### src/rtl/alu_md_unit.sv
// ALU control decode plus an iterative multiply/divide unit that owns HI/LO.
// Define ALU_MD_DIV_EN to build the restoring divider and the DIV state.
module alu_md_unit #(
  parameter int WIDTH = 32
) (
  input  logic             clk,
  input  logic             rst_n,
  input  logic [1:0]       ALUop,
  input  logic [5:0]       func,
  input  logic             en,
  input  logic [WIDTH-1:0] a,
  input  logic [WIDTH-1:0] b,
  output logic [2:0]       op,
  output logic             md_sel,
  output logic [WIDTH-1:0] md_result,
  output logic             stall,
  output logic [WIDTH-1:0] hi,
  output logic [WIDTH-1:0] lo
);

  localparam int CW = $clog2(WIDTH);
  localparam int W2 = 2 * WIDTH;

  localparam logic [5:0] F_ADD   = 6'b100000;
  localparam logic [5:0] F_SUB   = 6'b100011;
  localparam logic [5:0] F_AND   = 6'b100100;
  localparam logic [5:0] F_OR    = 6'b100101;
  localparam logic [5:0] F_SLT   = 6'b101010;
  localparam logic [5:0] F_MULT  = 6'b011000;
  localparam logic [5:0] F_MULTU = 6'b011001;
  localparam logic [5:0] F_MFHI  = 6'b010000;
  localparam logic [5:0] F_MFLO  = 6'b010010;
`ifdef ALU_MD_DIV_EN
  localparam logic [5:0] F_DIV   = 6'b011010;
  localparam logic [5:0] F_DIVU  = 6'b011011;

  typedef enum logic [1:0] {S_IDLE, S_MUL, S_DIV, S_DONE} state_t;
`else
  typedef enum logic [1:0] {S_IDLE, S_MUL, S_DONE} state_t;
`endif

  state_t           state;
  logic [CW-1:0]    cnt;
  logic [WIDTH-1:0] acc;   // partial product high half / partial remainder
  logic [WIDTH-1:0] mq;    // multiplier / dividend shifting into quotient
  logic [WIDTH-1:0] md;    // multiplicand / divisor magnitude
  logic             neg;   // product or quotient must be negated

  // ---- decode ----
  logic rtype, is_mul, is_div, is_mfhi, is_mflo, sgn;
  assign rtype   = (ALUop == 2'b10);
  assign is_mul  = rtype && (func == F_MULT || func == F_MULTU);
`ifdef ALU_MD_DIV_EN
  assign is_div  = rtype && (func == F_DIV || func == F_DIVU);
`else
  assign is_div  = 1'b0;
`endif
  assign is_mfhi = rtype && (func == F_MFHI);
  assign is_mflo = rtype && (func == F_MFLO);
  // mult and div both have func[0]=0 for the signed flavour
  assign sgn     = ~func[0];

  always_comb begin
    op = 3'b110;
    case (ALUop)
      2'b00: op = 3'b010;
      2'b01: op = 3'b110;
      2'b11: op = 3'b111;
      default: begin
        case (func)
          F_ADD:   op = 3'b010;
          F_SUB:   op = 3'b110;
          F_AND:   op = 3'b000;
          F_OR:    op = 3'b001;
          F_SLT:   op = 3'b111;
          F_MULT, F_MULTU, F_MFHI, F_MFLO: op = 3'b010;
`ifdef ALU_MD_DIV_EN
          F_DIV, F_DIVU: op = 3'b010;
`endif
          default: op = 3'b110;
        endcase
      end
    endcase
  end

  logic busy;
`ifdef ALU_MD_DIV_EN
  assign busy = (state == S_MUL) || (state == S_DIV);
`else
  assign busy = (state == S_MUL);
`endif

  assign stall     = rst_n && (busy || (state == S_IDLE && en && (is_mul || is_div)));
  assign md_sel    = en && (is_mfhi || is_mflo);
  assign md_result = is_mfhi ? hi : (is_mflo ? lo : '0);

  // ---- operand magnitudes ----
  logic [WIDTH-1:0] a_mag, b_mag;
  assign a_mag = (sgn && a[WIDTH-1]) ? (WIDTH'(0) - a) : a;
  assign b_mag = (sgn && b[WIDTH-1]) ? (WIDTH'(0) - b) : b;

  // ---- shift-add multiply step ----
  logic [WIDTH:0]   msum;
  logic [WIDTH-1:0] mul_acc_n, mul_q_n;
  logic [W2-1:0]    prod, prod_fix;
  assign msum      = {1'b0, acc} + (mq[0] ? {1'b0, md} : '0);
  assign mul_acc_n = msum[WIDTH:1];
  assign mul_q_n   = {msum[0], mq[WIDTH-1:1]};
  assign prod      = {mul_acc_n, mul_q_n};
  assign prod_fix  = neg ? (W2'(0) - prod) : prod;

`ifdef ALU_MD_DIV_EN
  logic             neg_r;  // remainder follows dividend sign
  logic             dz;     // divisor was zero
  logic [WIDTH:0]   rsh;
  logic             ge;
  logic [WIDTH-1:0] dsub, div_acc_n, div_q_n, quo_fix, rem_fix;
  // restoring step: shift remainder left, keep the subtraction if it fits
  assign rsh       = {acc, mq[WIDTH-1]};
  assign ge        = (rsh >= {1'b0, md});
  assign dsub      = rsh[WIDTH-1:0] - md;
  assign div_acc_n = ge ? dsub : rsh[WIDTH-1:0];
  assign div_q_n   = {mq[WIDTH-2:0], ge};
  assign quo_fix   = dz ? '1 : (neg ? (WIDTH'(0) - div_q_n) : div_q_n);
  assign rem_fix   = neg_r ? (WIDTH'(0) - div_acc_n) : div_acc_n;
`endif

  always_ff @(posedge clk) begin
    if (!rst_n) begin
      state <= S_IDLE;
      cnt   <= '0;
      hi    <= '0;
      lo    <= '0;
      acc   <= '0;
      mq    <= '0;
      md    <= '0;
      neg   <= 1'b0;
`ifdef ALU_MD_DIV_EN
      neg_r <= 1'b0;
      dz    <= 1'b0;
`endif
    end else begin
      case (state)
        S_IDLE: begin
          if (en && (is_mul || is_div)) begin
            acc   <= '0;
            mq    <= a_mag;
            md    <= b_mag;
            neg   <= sgn && (a[WIDTH-1] ^ b[WIDTH-1]);
            cnt   <= CW'(WIDTH - 1);
`ifdef ALU_MD_DIV_EN
            neg_r <= sgn && a[WIDTH-1];
            dz    <= (b == '0);
            state <= is_div ? S_DIV : S_MUL;
`else
            state <= S_MUL;
`endif
          end
        end
        S_MUL: begin
          acc <= mul_acc_n;
          mq  <= mul_q_n;
          cnt <= cnt - 1'b1;
          if (cnt == '0) begin
            hi    <= prod_fix[W2-1:WIDTH];
            lo    <= prod_fix[WIDTH-1:0];
            cnt   <= '0;
            state <= S_DONE;
          end
        end
`ifdef ALU_MD_DIV_EN
        S_DIV: begin
          acc <= div_acc_n;
          mq  <= div_q_n;
          cnt <= cnt - 1'b1;
          if (cnt == '0) begin
            hi    <= rem_fix;
            lo    <= quo_fix;
            cnt   <= '0;
            state <= S_DONE;
          end
        end
`endif
        // DONE lets the stalled instruction retire, so starts are ignored here
        S_DONE:  state <= S_IDLE;
        default: state <= S_IDLE;
      endcase
    end
  end

endmodule

### config.mk
export PLATFORM = sky130hd
export DESIGN_NAME = alu_md_unit
export DESIGN_NICKNAME = d
export VERILOG_FILES = /design/src/rtl/alu_md_unit.sv
export SDC_FILE = /design/constraint.sdc
export NUM_CORES = 1
export LEC_CHECK = 0
export BUFFER_PORTS_ARGS = -buffer_cell sky130_fd_sc_hd__buf_2
export CAP_MARGIN = 10
export CORE_ASPECT_RATIO = 1.25
export CORE_UTILIZATION = 30
export CTS_CLUSTER_SIZE = 24
export DETAILED_ROUTE_END_ITERATION = 16
export SETUP_SLACK_MARGIN = 0.15
export SYNTH_ARGS = -nofsm -noshare
export SYNTH_HDL_FRONTEND = slang
export SYNTH_SLANG_ARGS = --single-unit
### constraint.sdc
create_clock -name clk -period 3.7 [get_ports clk]
set_input_delay 0.185 -clock clk [delete_from_list [all_inputs] [get_ports clk]]
set_output_delay 0.185 -clock clk [all_outputs]
set_load 0.03 [all_outputs]
# Yosys cells after proc, flatten, opt, wreduce, memory -nomap -nowiden
# Cells that the tools add are included.
dict set report word_totals {
  regBits 168
  wordCells 70
}
dict set report op_classes {
  muxes 18
  eq_ne 14
  n_bitwise 2
  add_sub_neg 5
  n_reduce_logical 23
}
# op count
set ops {}
lappend ops {{32-bit two-way mux} 7}
lappend ops {{32-bit case mux with 2 select lines} 2}
lappend ops {{64-bit two-way mux} 1}
lappend ops {{1-bit by 32-bit subtractor with 32-bit output, first input constant} 2}
lappend ops {{1-bit by 64-bit subtractor with 64-bit output, first input constant} 1}
lappend ops {{32-bit by 32-bit adder with 33-bit output} 1}
lappend ops {{6-bit by 5-bit equality test with 1-bit output, second input constant} 4}
lappend ops {{6-bit equality test, second input constant} 4}
lappend ops {{3-bit case mux with 4 select lines} 1}
lappend ops {{1-bit logical AND} 11}
lappend ops {{5-bit two-way mux} 2}
lappend ops {{5-bit case mux with 2 select lines} 1}
lappend ops {{3-bit case mux with 3 select lines} 1}
lappend ops {{2-bit AND reduction} 4}
lappend ops {{5-bit zero test} 1}
lappend ops {{5-bit OR reduction} 1}
lappend ops {{5-bit by 1-bit subtractor with 5-bit output, second input constant} 1}
lappend ops {{2-bit by 1-bit equality test with 1-bit output, second input constant} 2}
lappend ops {{2-bit equality test, second input constant} 2}
lappend ops {{2-bit zero test} 2}
lappend ops {{2-bit two-way mux} 2}
lappend ops {{2-bit by 1-bit inequality test with 1-bit output, second input constant} 2}
lappend ops {{2-bit case mux with 2 select lines} 1}
lappend ops {{1-bit logical OR} 3}
lappend ops {{3 further kinds} 3}

# Depth between registers and ports, before layout
# Gate-level depths: netlist of the first run.
dict set report logic_depth {
  word_depth 6
  ltp_mapped 14
}

# Least setup slack after synthesis of the first run
# Ideal clock, no wire load.
dict set report synth_path {
  path_type {reg2reg}
  startpoint {register mq[0]}
  endpoint {register hi[31]}
  setup_time_ns 0.074
  t_arrival_ns 3.895
  required_ns 3.626
  setup_slack_ns -0.269
  path_stages_with_launch 14
  cell_sequence {dfxtp_1 -> clkbuf_1 -> and2_1 -> ha_1 -> fa_1 -> a211oi_1 -> o211ai_1 -> a211oi_1 -> mux2i_1 -> o2bb2ai_1 -> a2111oi_2 -> nand3_2 -> or4b_1 -> a31oi_1}
}
dict set report synth_via {
  elab_chain_len 4
}
# item line_no
set synth_rtl {}
lappend synth_rtl {{start, declared} 45} ;# logic [WIDTH-1:0] mq;
lappend synth_rtl {{start signal, assigned} 147} ;# mq <= a_mag;
lappend synth_rtl {{start signal, assigned} 162} ;# mq <= mul_q_n;
lappend synth_rtl {{32-bit two-way mux *} 106} ;# assign msum = {1'b0, acc} + (mq[0] ? {1'b0, md} : '0);
lappend synth_rtl {{32-bit by 32-bit adder with 33-bit output *} 106}
lappend synth_rtl {{1-bit by 64-bit subtractor with 64-bit output} 110} ;# assign prod_fix = neg ? (W2'(0) - prod) : prod;
lappend synth_rtl {{64-bit two-way mux *} 110}
lappend synth_rtl {{end signal, assigned} 165} ;# hi <= prod_fix[W2-1:WIDTH];
lappend synth_rtl {{end, declared} 17} ;# output logic [WIDTH-1:0] hi,
# Mark *: on every way between the ends. The rest lies on a longest branch, timed or not.
# A chain may end at the register's enable or synchronous reset.

# Final worst setup path of the first run
# Same ends and word-level chain as after synthesis.

==> flow_metrics.py, run 1 <==
metrics = {
    "status": {
        "status": "finished clean",
    },
    "critical_path": {
        "r2r-end": "hi[31]",
        "r2r_start": "mq[0]",
        "crit_fanout": 8,
        "cp-start-kind": "flop",
        "reg2reg_slack_ps": 30,
        "end_kind": "flop",
        "cp.required_ps": 4070,
        "arrival_ps": 4040,
        "criticalPathCategory": "flop to flop",
        "rr_worst_depth": 14,
    },
    "cts": {
        "clkTransAtPathRegs_ps": 70,
        "numCtsBuffers": 17,
        "cts_sinks": 168,
        "cts-htree-levels": 4,
        "cts.path.max_buffers": 2,
        "cts_tree": "built",
        "worstSkewPairLatency_ps": 460,
        "clockRootBuffer": "clkbuf_16",
    },
    "placed_design": {
        "postPlaceCellArea_um2": 14100,
        "place_congestion": 0.881,
        "numPortBuffers": 175,
        "place_hpwl_mm": 32.3,
    },
    "layout": {
        "diodes": 0,
        "layout_commonest_cell": "nor2_1",
        "final_cell_area_um2": 15600,
        "fill_cells": 3941,
        "drive_gt1_share_pct": 28.9,
        "syn_to_final_growth_pct": 33.9,
        "nets": 1913,
        "fin_util_pct": 40.8,
        "final_cell_mix": "196 x nor2_1, 175 x buf_2, 167 x dfxtp_1",
    },
    "synthesis": {
        "yosysUniqueCellTypes": 79,
        "yosysTopAreaCellShare_pct": 28.9,
        "synth_top_family_by_area": "compound AO/OA/AOI/OAI gates",
        "yosysTopAreaCell": "dfxtp_1",
        "synth_ff_type": "dfxtp_1",
        "yosysSeqAreaShare_pct": 28.9,
        "synthesis.area_um2": 11600,
        "async_flop_share_pct": 0,
        "synth_nets": 1639,
        "synthAdderAreaFrac_pct": 4.04,
        "synth_edf_count": 0,
        "synth_compound_area_share_pct": 25.7,
        "ys_seq_elements": 168,
        "postSynthCellCount": 1527,
        "synth_mux_area_share_pct": 3.29,
        "synth_simple_gate_area_share_pct": 24.5,
        "synth_xor_area_share_pct": 9.33,
        "synthTopCellsByArea": "dfxtp_1 29%, nor2_1 6.5%, a21oi_1 5.4%",
        "synth_warnings": 0,
        "synth.avg_cell_area_um2": 7.62,
    },
    "routing": {
        "viasPerCell": 5.33,
        "routedWlPerCell_um": 18.0,
        "drt_iter0_markers": 647,
        "ant_nets": 0,
        "drc": 0,
        "vias": 12289,
        "dr.pass1.iters": 5,
        "wl_mm": 41.4,
    },
    "timing": {
        "rsz0062_at_grt": "yes",
        "hold_viol": 0,
        "period_share_pct": 99.1,
        "timing.final.crit_period_ps": 3670,
        "fmax_mhz": 273,
        "drv_slew": 0,
        "setup_viol": 0,
        "skew_ps": 12.2,
        "slew_headroom_pct": 26.0,
        "worst_pin_slew_ps": 1110,
    },
    "die": {
        "pin_count": 176,
        "row_count": 80,
        "core_area_um2": 38200,
        "start_util_pct": 30.4,
        "dieArea_um2": 39600,
        "die_h_um": 222,
        "die_w_um": 178,
    },
    "power_and_ir_drop": {
        "powerDensity_nw_per_um2": 250,
        "p_leak_nw": 6.06,
        "vdd_ir_drop_max_v": 0.000330,
    },
    "min_path": {
        "min_to": "md[13]",
        "hold_class": "input pin to flop",
        "whs_path_depth": 3,
        "min_from": "b[13]",
    },
    "global_route": {
        "antenna_found_initial": 0,
        "grt_pass1_vias": 11356,
        "grt_max_degree": 90,
        "grt_pass1_wl_mm": 62.7,
        "track_usage_pct": 20.3,
        "grt-ovfl-total": 0,
    },
    "run": {
        "max-cap-violations": 0,
    },
}
cell usage after synthesis, types with 27 or more instances:
master      n
dfxtp_1   168
a211oi_1   82
and2_1     47
nor2_1    202
a31oi_1    29
o21ai_0    61
a21oi_1   126
nand3_1    44
nor3_1     29
xor2_1     71
ha_1       36
clkbuf_1   89
mux2i_1    36
xnor2_1    53
a22oi_1    27
nand2_1   134
layer usage:
layer  up-vias  track usage, %  wire [µm]
met1      5783            27.0      19300
met3        42            2.96       1780
met2       296            33.5      19400
li1       6168               -          -
met4         0            6.45        924
met5         -               0          0
where the power goes:
part           total [W]  switching, W  internal, W  leakage (nW)
clock            0.00177      0.000871     0.000902         0.283
sequential       0.00181    0.00000256      0.00181          1.35
combinational   0.000305      0.000183     0.000122          4.42
total            0.00389       0.00106      0.00283          6.06
area by class of cell:
cell class	count	area, µm²	share of cell area, %
clock buffers	17	425	2.73
clock inverters	15	158	1.01
inverters	25	101	0.650
multi-input cells	1230	8560	54.9
flip-flops and latches	168	3370	21.6
well taps	492	616	3.95
repair buffers	359	2360	15.1
how the worst max path moves through the flow:
stage,from,end,slack [ps],depth (start not counted)
floorplan,mq[0],hi[31],100,13
global route,mq[0],hi[29],-180,15
CTS,mq[0],hi[31],20,14
global placement,mq[0],hi[31],1,12
detailed placement,mq[0],hi[31],-50,12
finish,mq[0],hi[31],30,14
flip-flops by register name, indices dropped and copies added, names as in the netlist:
register  flops
acc          32
hi           32
lo           32
md           32
mq           32
cnt           5
state         2
neg           1
timing repair:
action | in CTS | in global routing
buffers inserted | 9 | 17
endpoints found under the setup margin | 15 | 20
hold buffers | 2 | 0
gates resized for setup | 29 | 109
endpoints found under the hold margin | 2 | 0
pin swaps | 18 | 55
worst max-delay path, cell delays in order (launching register included):
cell and delay (ps):
dfxtp_4 380, and2_4 180, ha_4 160, fa_2 400
a211oi_4 270, o211ai_1 210, a211oi_2 220, buf_4 170
nor3_4 40, or3_4 380, a222oi_1 280, buf_4 190
nand2_2 60, or4b_1 510, a31oi_1 130
stage by stage:
stage / worst slack [ps] / TNS (ps) / hold WS, ps / total power [W] / instances
floorplan: 103 / 0 / 321 / 0.00202 / 1527
global placement: 0.997 / 0 / 441 / 0.00215 / 2246
detailed placement: -50.6 / -70.8 / 449 / 0.00215 / 2246
CTS: 20.9 / 0 / 24.1 / 0.00393 / 2289
global route: -181 / -673 / 61.4 / 0.00403 / 2306
finish: 34.7 / 0 / 43.4 / 0.00389 / 2306
logic make-up (layout without fill, tap and decap cells):
| kind of cell | after synthesis | count (layout) |
|---|---|---|
| compound gates | 456 | 456 |
| flops | 168 | 168 |
| simple gates | 575 | 575 |
| xor+xnor | 124 | 124 |
| buf+inv | 129 | 416 |
| fa+ha+maj | 37 | 37 |
| mux | 38 | 38 |
Note: power is estimated with default switching activity, not from simulation.
==> run 2, diff against run 1 <==
--- a/config.mk
+++ b/config.mk
@@ -5,8 +5,8 @@
 export SDC_FILE = /design/constraint.sdc
 export NUM_CORES = 1
 export LEC_CHECK = 0
+export ABC_AREA = 1
 export BUFFER_PORTS_ARGS = -buffer_cell sky130_fd_sc_hd__buf_2
-export CAP_MARGIN = 10
 export CORE_ASPECT_RATIO = 1.25
 export CORE_UTILIZATION = 30
 export CTS_CLUSTER_SIZE = 24
==> constraint.sdc (replaced) <==
create_clock -name clk -period 4.6 [get_ports clk]
set_input_delay 0.23 -clock clk [delete_from_list [all_inputs] [get_ports clk]]
set_output_delay 0.23 -clock clk [all_outputs]
set_load 0.03 [all_outputs]
==> run 2 against run 1 <==
Effect of this change: worst hold slack better by 20 ps; non-clock buffer count is 171 lower; first-iteration DRC count increased by 47%; critical path depth increased by 5; highest routed layer unchanged; critical endpoint is now hi[23].
==> flow_metrics.py, run 2 <==
metrics = {
    "global_route": {
        "grt-ovfl-total": 0,
        "grt_pass1_wl_mm": 77.9,
        "track_usage_pct": 23.1,
        "grt_max_degree": 72,
        "antenna_found_initial": 0,
        "grt_pass1_vias": 13616,
    },
    "timing": {
        "period_share_pct": 91.3,
        "worst_pin_slew_ps": 1160,
        "setup_viol": 0,
        "fin_setup_tns_ps": 0,
        "timing.final.crit_period_ps": 4200,
        "hold_viol": 0,
        "drv_slew": 0,
        "skew_ps": 14.4,
        "fmax_mhz": 238,
        "rsz0062_at_grt": "no",
        "slew_headroom_pct": 22.3,
    },
    "cts": {
        "cts_tree": "built",
        "cts.path.max_buffers": 2,
        "numCtsBuffers": 17,
        "worstSkewPairLatency_ps": 450,
        "clkTransAtPathRegs_ps": 70,
        "ctsResizeCount": 0,
        "cts-htree-levels": 4,
        "cts_hold_buf": 0,
        "cts_sinks": 168,
        "clockRootBuffer": "clkbuf_16",
        "cts_setup_buffers": 0,
    },
    "critical_path": {
        "criticalPathCategory": "flop to flop",
        "cp-start-kind": "flop",
        "rr_worst_depth": 19,
        "end_kind": "flop",
        "r2r_start": "mq[0]",
        "arrival_ps": 4490,
        "crit_fanout": 30,
        "r2r-end": "hi[23]",
        "reg2reg_slack_ps": 400,
        "cp.required_ps": 4890,
    },
    "min_path": {
        "min_to": "md[9]",
        "whs_path_depth": 3,
        "hold_class": "input pin to flop",
        "min_from": "b[9]",
    },
    "routing": {
        "drt_iter0_markers": 948,
        "routedWlPerCell_um": 17.7,
        "drc": 0,
        "ant_nets": 0,
        "viasPerCell": 5.05,
        "vias": 14682,
        "wl_mm": 51.4,
        "dr.pass1.iters": 6,
    },
    "layout": {
        "final_cell_area_um2": 14800,
        "final_cell_mix": "638 x nand2_1, 373 x inv_1, 206 x nor2_1",
        "layout_commonest_cell": "nand2_1",
        "syn_to_final_growth_pct": 15.5,
        "fill_cells": 4721,
        "drive_gt1_share_pct": 13.5,
        "nets": 2446,
        "diodes": 0,
        "fin_util_pct": 35.2,
    },
    "die": {
        "start_util_pct": 30.5,
        "core_area_um2": 42100,
        "row_count": 84,
        "die_h_um": 233,
        "die_w_um": 187,
        "dieArea_um2": 43600,
        "pin_count": 176,
    },
    "synthesis": {
        "yosysMostFrequentCell": "nand2_1",
        "yosysSeqAreaShare_pct": 26.2,
        "yosysTopAreaCellShare_pct": 26.2,
        "synth_ff_type": "dfxtp_1",
        "async_flop_share_pct": 0,
        "yosysTopAreaCell": "dfxtp_1",
        "synth_nets": 2309,
        "ys_seq_elements": 168,
        "synth_edf_count": 0,
        "synthesis.area_um2": 12800,
        "synth.avg_cell_area_um2": 5.84,
        "synthTopCellsByCount": "638 x nand2_1, 373 x inv_1, 208 x nor2_1",
        "postSynthCellCount": 2197,
        "yosysUniqueCellTypes": 52,
        "synth_warnings": 0,
        "synthTopCellsByArea": "dfxtp_1 26%, nand2_1 19%, inv_1 11%",
    },
    "placed_design": {
        "numPortBuffers": 175,
        "postPlaceCellArea_um2": 14200,
        "place_congestion": 0.975,
        "place_hpwl_mm": 41.5,
    },
    "power_and_ir_drop": {
        "power_switching_w": 0.000855,
        "p_total_w": 0.00317,
        "p_leak_nw": 7.63,
        "comb_power_share_pct": 7.3,
        "clock_power_share_pct": 46.7,
        "p_seq_share_pct": 46.0,
        "vdd_ir_drop_max_v": 0.000249,
        "internal-power_w": 0.00231,
        "swShare_pct": 27.0,
        "powerDensity_nw_per_um2": 213,
    },
    "run": {
        "max-cap-violations": 0,
    },
    "status": {
        "status": "finished clean",
    },
}
-- run 2: power by group through the flow --
stage               Combinational [W]  Sequential [W]  Clock (W)
CTS                          0.000230         0.00146    0.00150
global route                 0.000256         0.00146    0.00155
detailed placement           0.000229         0.00149          0
floorplan                    0.000136         0.00149          0
finish                       0.000230         0.00146    0.00148
global placement             0.000225         0.00149          0
-- run 2: worst max-delay path, cell delays in order, from the launching register on --
cell and delay [ps]:
dfxtp_1 1090, nand2_1 120, inv_1 100, ha_1 260, fa_1 300, nand2_1 90, nand3_1 80, nand3_1 120
nand2_1 270, nand2_1 120, nand3_1 100, nand2_1 160, nor2_1 270, nand2_1 130, nor2_4 210, nand3_2 110
nand2_2 100, nand2_1 60, nand3_1 210, o21ai_0 130
-- run 2: area by class of cell --
| type | count | area (µm²) | share of cell area (%) |
|---|---|---|---|
| Clock buffer | 20 | 447 | 3.01 |
| Inverter | 393 | 1480 | 9.96 |
| Tap cell | 559 | 699 | 4.72 |
| Multi-Input combinational cell | 1566 | 7740 | 52.2 |
| Timing Repair Buffer | 188 | 973 | 6.56 |
| Clock inverter | 12 | 133 | 0.894 |
| Sequential cell | 168 | 3360 | 22.7 |
-- run 2: cells by family after synthesis --
| family | count (synthesis) | synth area share, % |
|---|---|---|
| AOI/OAI and AO/OA | 374 | 16.6 |
| xor gates and xnor gates | 28 | 1.91 |
| adders and majority gates | 37 | 3.66 |
| buffers and inverters | 463 | 13.7 |
| DFF | 168 | 26.2 |
| and+or+nand+nor | 1127 | 38.0 |
-- run 2: how the worst max path moves through the flow --
stage	depth (start not counted)	slack (ps)	to	startpoint
6_report	19	400	hi[23]	mq[0]
5_1_grt	19	170	hi[23]	mq[0]
4_1_cts	19	500	hi[23]	mq[0]
3_5_place_dp	19	550	hi[23]	mq[0]
2_1_floorplan	18	1840	hi[26]	mq[0]
3_3_place_gp	19	560	hi[23]	mq[0]
-- run 2: metal layers --
layer  global-route usage, %  wire length [µm]
met5                       0                 0
met4                    8.17              1610
met3                    3.00              2840
met2                    42.0             25800
met1                    27.7             21100
-- run 2: metrics by stage --
| step | worst slack (ps) | hold WS (ps) | instances |
|---|---|---|---|
| finish | 399 | 63.3 | 2906 |
| global route | 168 | 77.2 | 2906 |
| CTS | 501 | 55.8 | 2906 |
| detailed placement | 545 | 460 | 2874 |
| global placement | 564 | 457 | 2874 |
| floorplan | 1840 | 368 | 2197 |
==> run 3, diff against run 2 <==
--- a/config.mk
+++ b/config.mk
@@ -8,6 +8,7 @@
 export ABC_AREA = 1
 export BUFFER_PORTS_ARGS = -buffer_cell sky130_fd_sc_hd__buf_2
 export CORE_ASPECT_RATIO = 1.25
+export CORE_MARGIN = 5
 export CORE_UTILIZATION = 30
 export CTS_CLUSTER_SIZE = 24
 export DETAILED_ROUTE_END_ITERATION = 16
==> run 3 against run 2 <==
Effect of this change: worst setup slack improved by 750 ps; first-iteration DRC count increased by 20%; via count increased by 0.23%; die area increased by 7.9%; sequential share of layout area about the same; combinational power about the same; critical path type unchanged; largest cell class unchanged.
==> flow_metrics.py, run 3 (same netlist as run 2, synthesis figures left out) <==
metrics = {
    "status": {
        "status": "finished clean",
    },
    "routing": {
        "viasPerCell": 5.06,
        "drt_iter0_markers": 1133,
        "routedWlPerCell_um": 17.9,
        "drc": 0,
        "ant_nets": 0,
        "wl_mm": 51.9,
        "dr.pass1.iters": 5,
        "vias": 14716,
    },
    "cts": {
        "cts_hold_buf": 0,
        "numCtsBuffers": 17,
        "worstSkewPairLatency_ps": 450,
        "ctsResizeCount": 0,
        "cts_setup_buffers": 0,
        "cts-htree-levels": 4,
        "clkTransAtPathRegs_ps": 70,
        "clockRootBuffer": "clkbuf_16",
        "cts_tree": "built",
        "cts.path.max_buffers": 2,
        "cts_sinks": 168,
    },
    "global_route": {
        "grt_pass1_wl_mm": 77.6,
        "antenna_found_initial": 1,
        "track_usage_pct": 20.9,
        "grt_max_degree": 60,
        "grt_pass1_vias": 13520,
        "grt-ovfl-total": 0,
    },
    "critical_path": {
        "arrival_ps": 3740,
        "rr_worst_depth": 20,
        "cp.required_ps": 4880,
        "r2r-end": "hi[18]",
        "r2r_start": "mq[0]",
        "end_kind": "flop",
        "reg2reg_slack_ps": 1150,
        "criticalPathCategory": "flop to flop",
        "cp-start-kind": "flop",
        "crit_fanout": 25,
    },
    "timing": {
        "slew_headroom_pct": 25.2,
        "timing.final.crit_period_ps": 3450,
        "fin_setup_tns_ps": 0,
        "hold_viol": 0,
        "period_share_pct": 75.1,
        "rsz0062_at_grt": "no",
        "skew_ps": 16.3,
        "setup_viol": 0,
        "fmax_mhz": 289,
        "drv_slew": 0,
        "worst_pin_slew_ps": 1120,
    },
    "placed_design": {
        "numPortBuffers": 175,
        "place_hpwl_mm": 41.6,
        "place_congestion": 0.946,
    },
    "power_and_ir_drop": {
        "swShare_pct": 28.5,
        "powerDensity_nw_per_um2": 212,
        "comb_power_share_pct": 7.4,
        "clock_power_share_pct": 46.3,
        "vdd_ir_drop_max_v": 0.000253,
        "p_total_w": 0.00314,
        "internal-power_w": 0.00225,
        "p_seq_share_pct": 46.3,
        "power_switching_w": 0.000895,
        "p_leak_nw": 7.62,
    },
    "min_path": {
        "whs_path_depth": 3,
        "hold_class": "input pin to flop",
        "min_to": "md[23]",
        "min_from": "b[23]",
    },
    "layout": {
        "drive_gt1_share_pct": 13.5,
        "syn_to_final_growth_pct": 15.4,
        "nets": 2446,
        "layout_commonest_cell": "nand2_1",
        "final_cell_mix": "638 x nand2_1, 373 x inv_1, 206 x nor2_1",
        "diodes": 0,
    },
    "run": {
        "max-cap-violations": 0,
    },
    "die": {
        "core_area_um2": 42300,
        "die_w_um": 195,
        "die_h_um": 241,
        "start_util_pct": 30.4,
        "row_count": 84,
        "dieArea_um2": 47100,
        "pin_count": 176,
    },
}
[run 3: changes by cell type in the layout (fill, tap and decap cells not counted)]
cell | previous run | this run
bufinv_16 | 1 | 0
clkbuf_1 | 2 | 1
inv_8 | 3 | 4
clkinv_8 | 0 | 1
clkinv_2 | 1 | 2
clkbuf_8 | 1 | 0
[run 3: final cells by class]
type,instances,area [µm²]
clock buffer,18,429
clock inverter,14,135
fill,4751,27400
inverter,393,1480
multi-input combinational,1566,7740
sequential,168,3360
tap,559,699
timing repair buffer,188,973
[run 3: power by group through the flow]
stage	sequential (W)	clock [W]	combinational [W]
detailed placement	0.00149	0	0.000230
finish	0.00146	0.00146	0.000231
CTS	0.00146	0.00147	0.000231
floorplan	0.00149	0	0.000136
global route	0.00146	0.00153	0.000257
global placement	0.00149	0	0.000227
[run 3: critical path, cell delays in order (launching register included)]
cell and delay (ps):
dfxtp_1 460, buf_4 330, nand2_1 90, inv_1 80, ha_1 290, nand2_1 130
nor2_1 80, nand3_1 90, nand2_1 170, nand2_1 140, nand2_1 130, nand2_1 90
nand2_1 160, inv_1 220, nand2_1 70, nor2_1 210, nand2_1 100, nand2_2 130
nand2_1 140, nand2_1 100, o22ai_1 70
[run 3: how the worst max path moves through the flow]
stage | from | end | slack, ps | cells past startpoint
final | mq[0] | hi[18] | 1150 | 20
after detailed placement | mq[0] | hi[18] | 1230 | 19
after global placement | mq[0] | hi[18] | 1270 | 19
after CTS | mq[0] | hi[18] | 1200 | 19
after floorplan | mq[0] | hi[26] | 1840 | 18
after global routing | mq[0] | hi[17] | 900 | 18
[run 3: stage by stage]
step	worst slack [ps]	instance area [µm²]	utilization (%)	cells	hold slack, ps
after detailed placement	1230	14200	33.7	2874	459
after global placement	1270	14200	33.7	2874	453
after CTS	1200	14800	35.1	2906	51.2
after floorplan	1840	12800	-	2197	368
final	1150	14800	35.1	2906	61.5
after global routing	901	14800	35.1	2906	72.1
[run 3: layer usage]
layer | vias to the layer above | GRT usage [%] | wire [µm]
met5 | - | 0 | 0
met4 | 0 | 7.58 | 1920
met2 | 541 | 37.3 | 25400
met3 | 97 | 2.87 | 3030
met1 | 6785 | 25.9 | 21500
li1 | 7293 | - | -
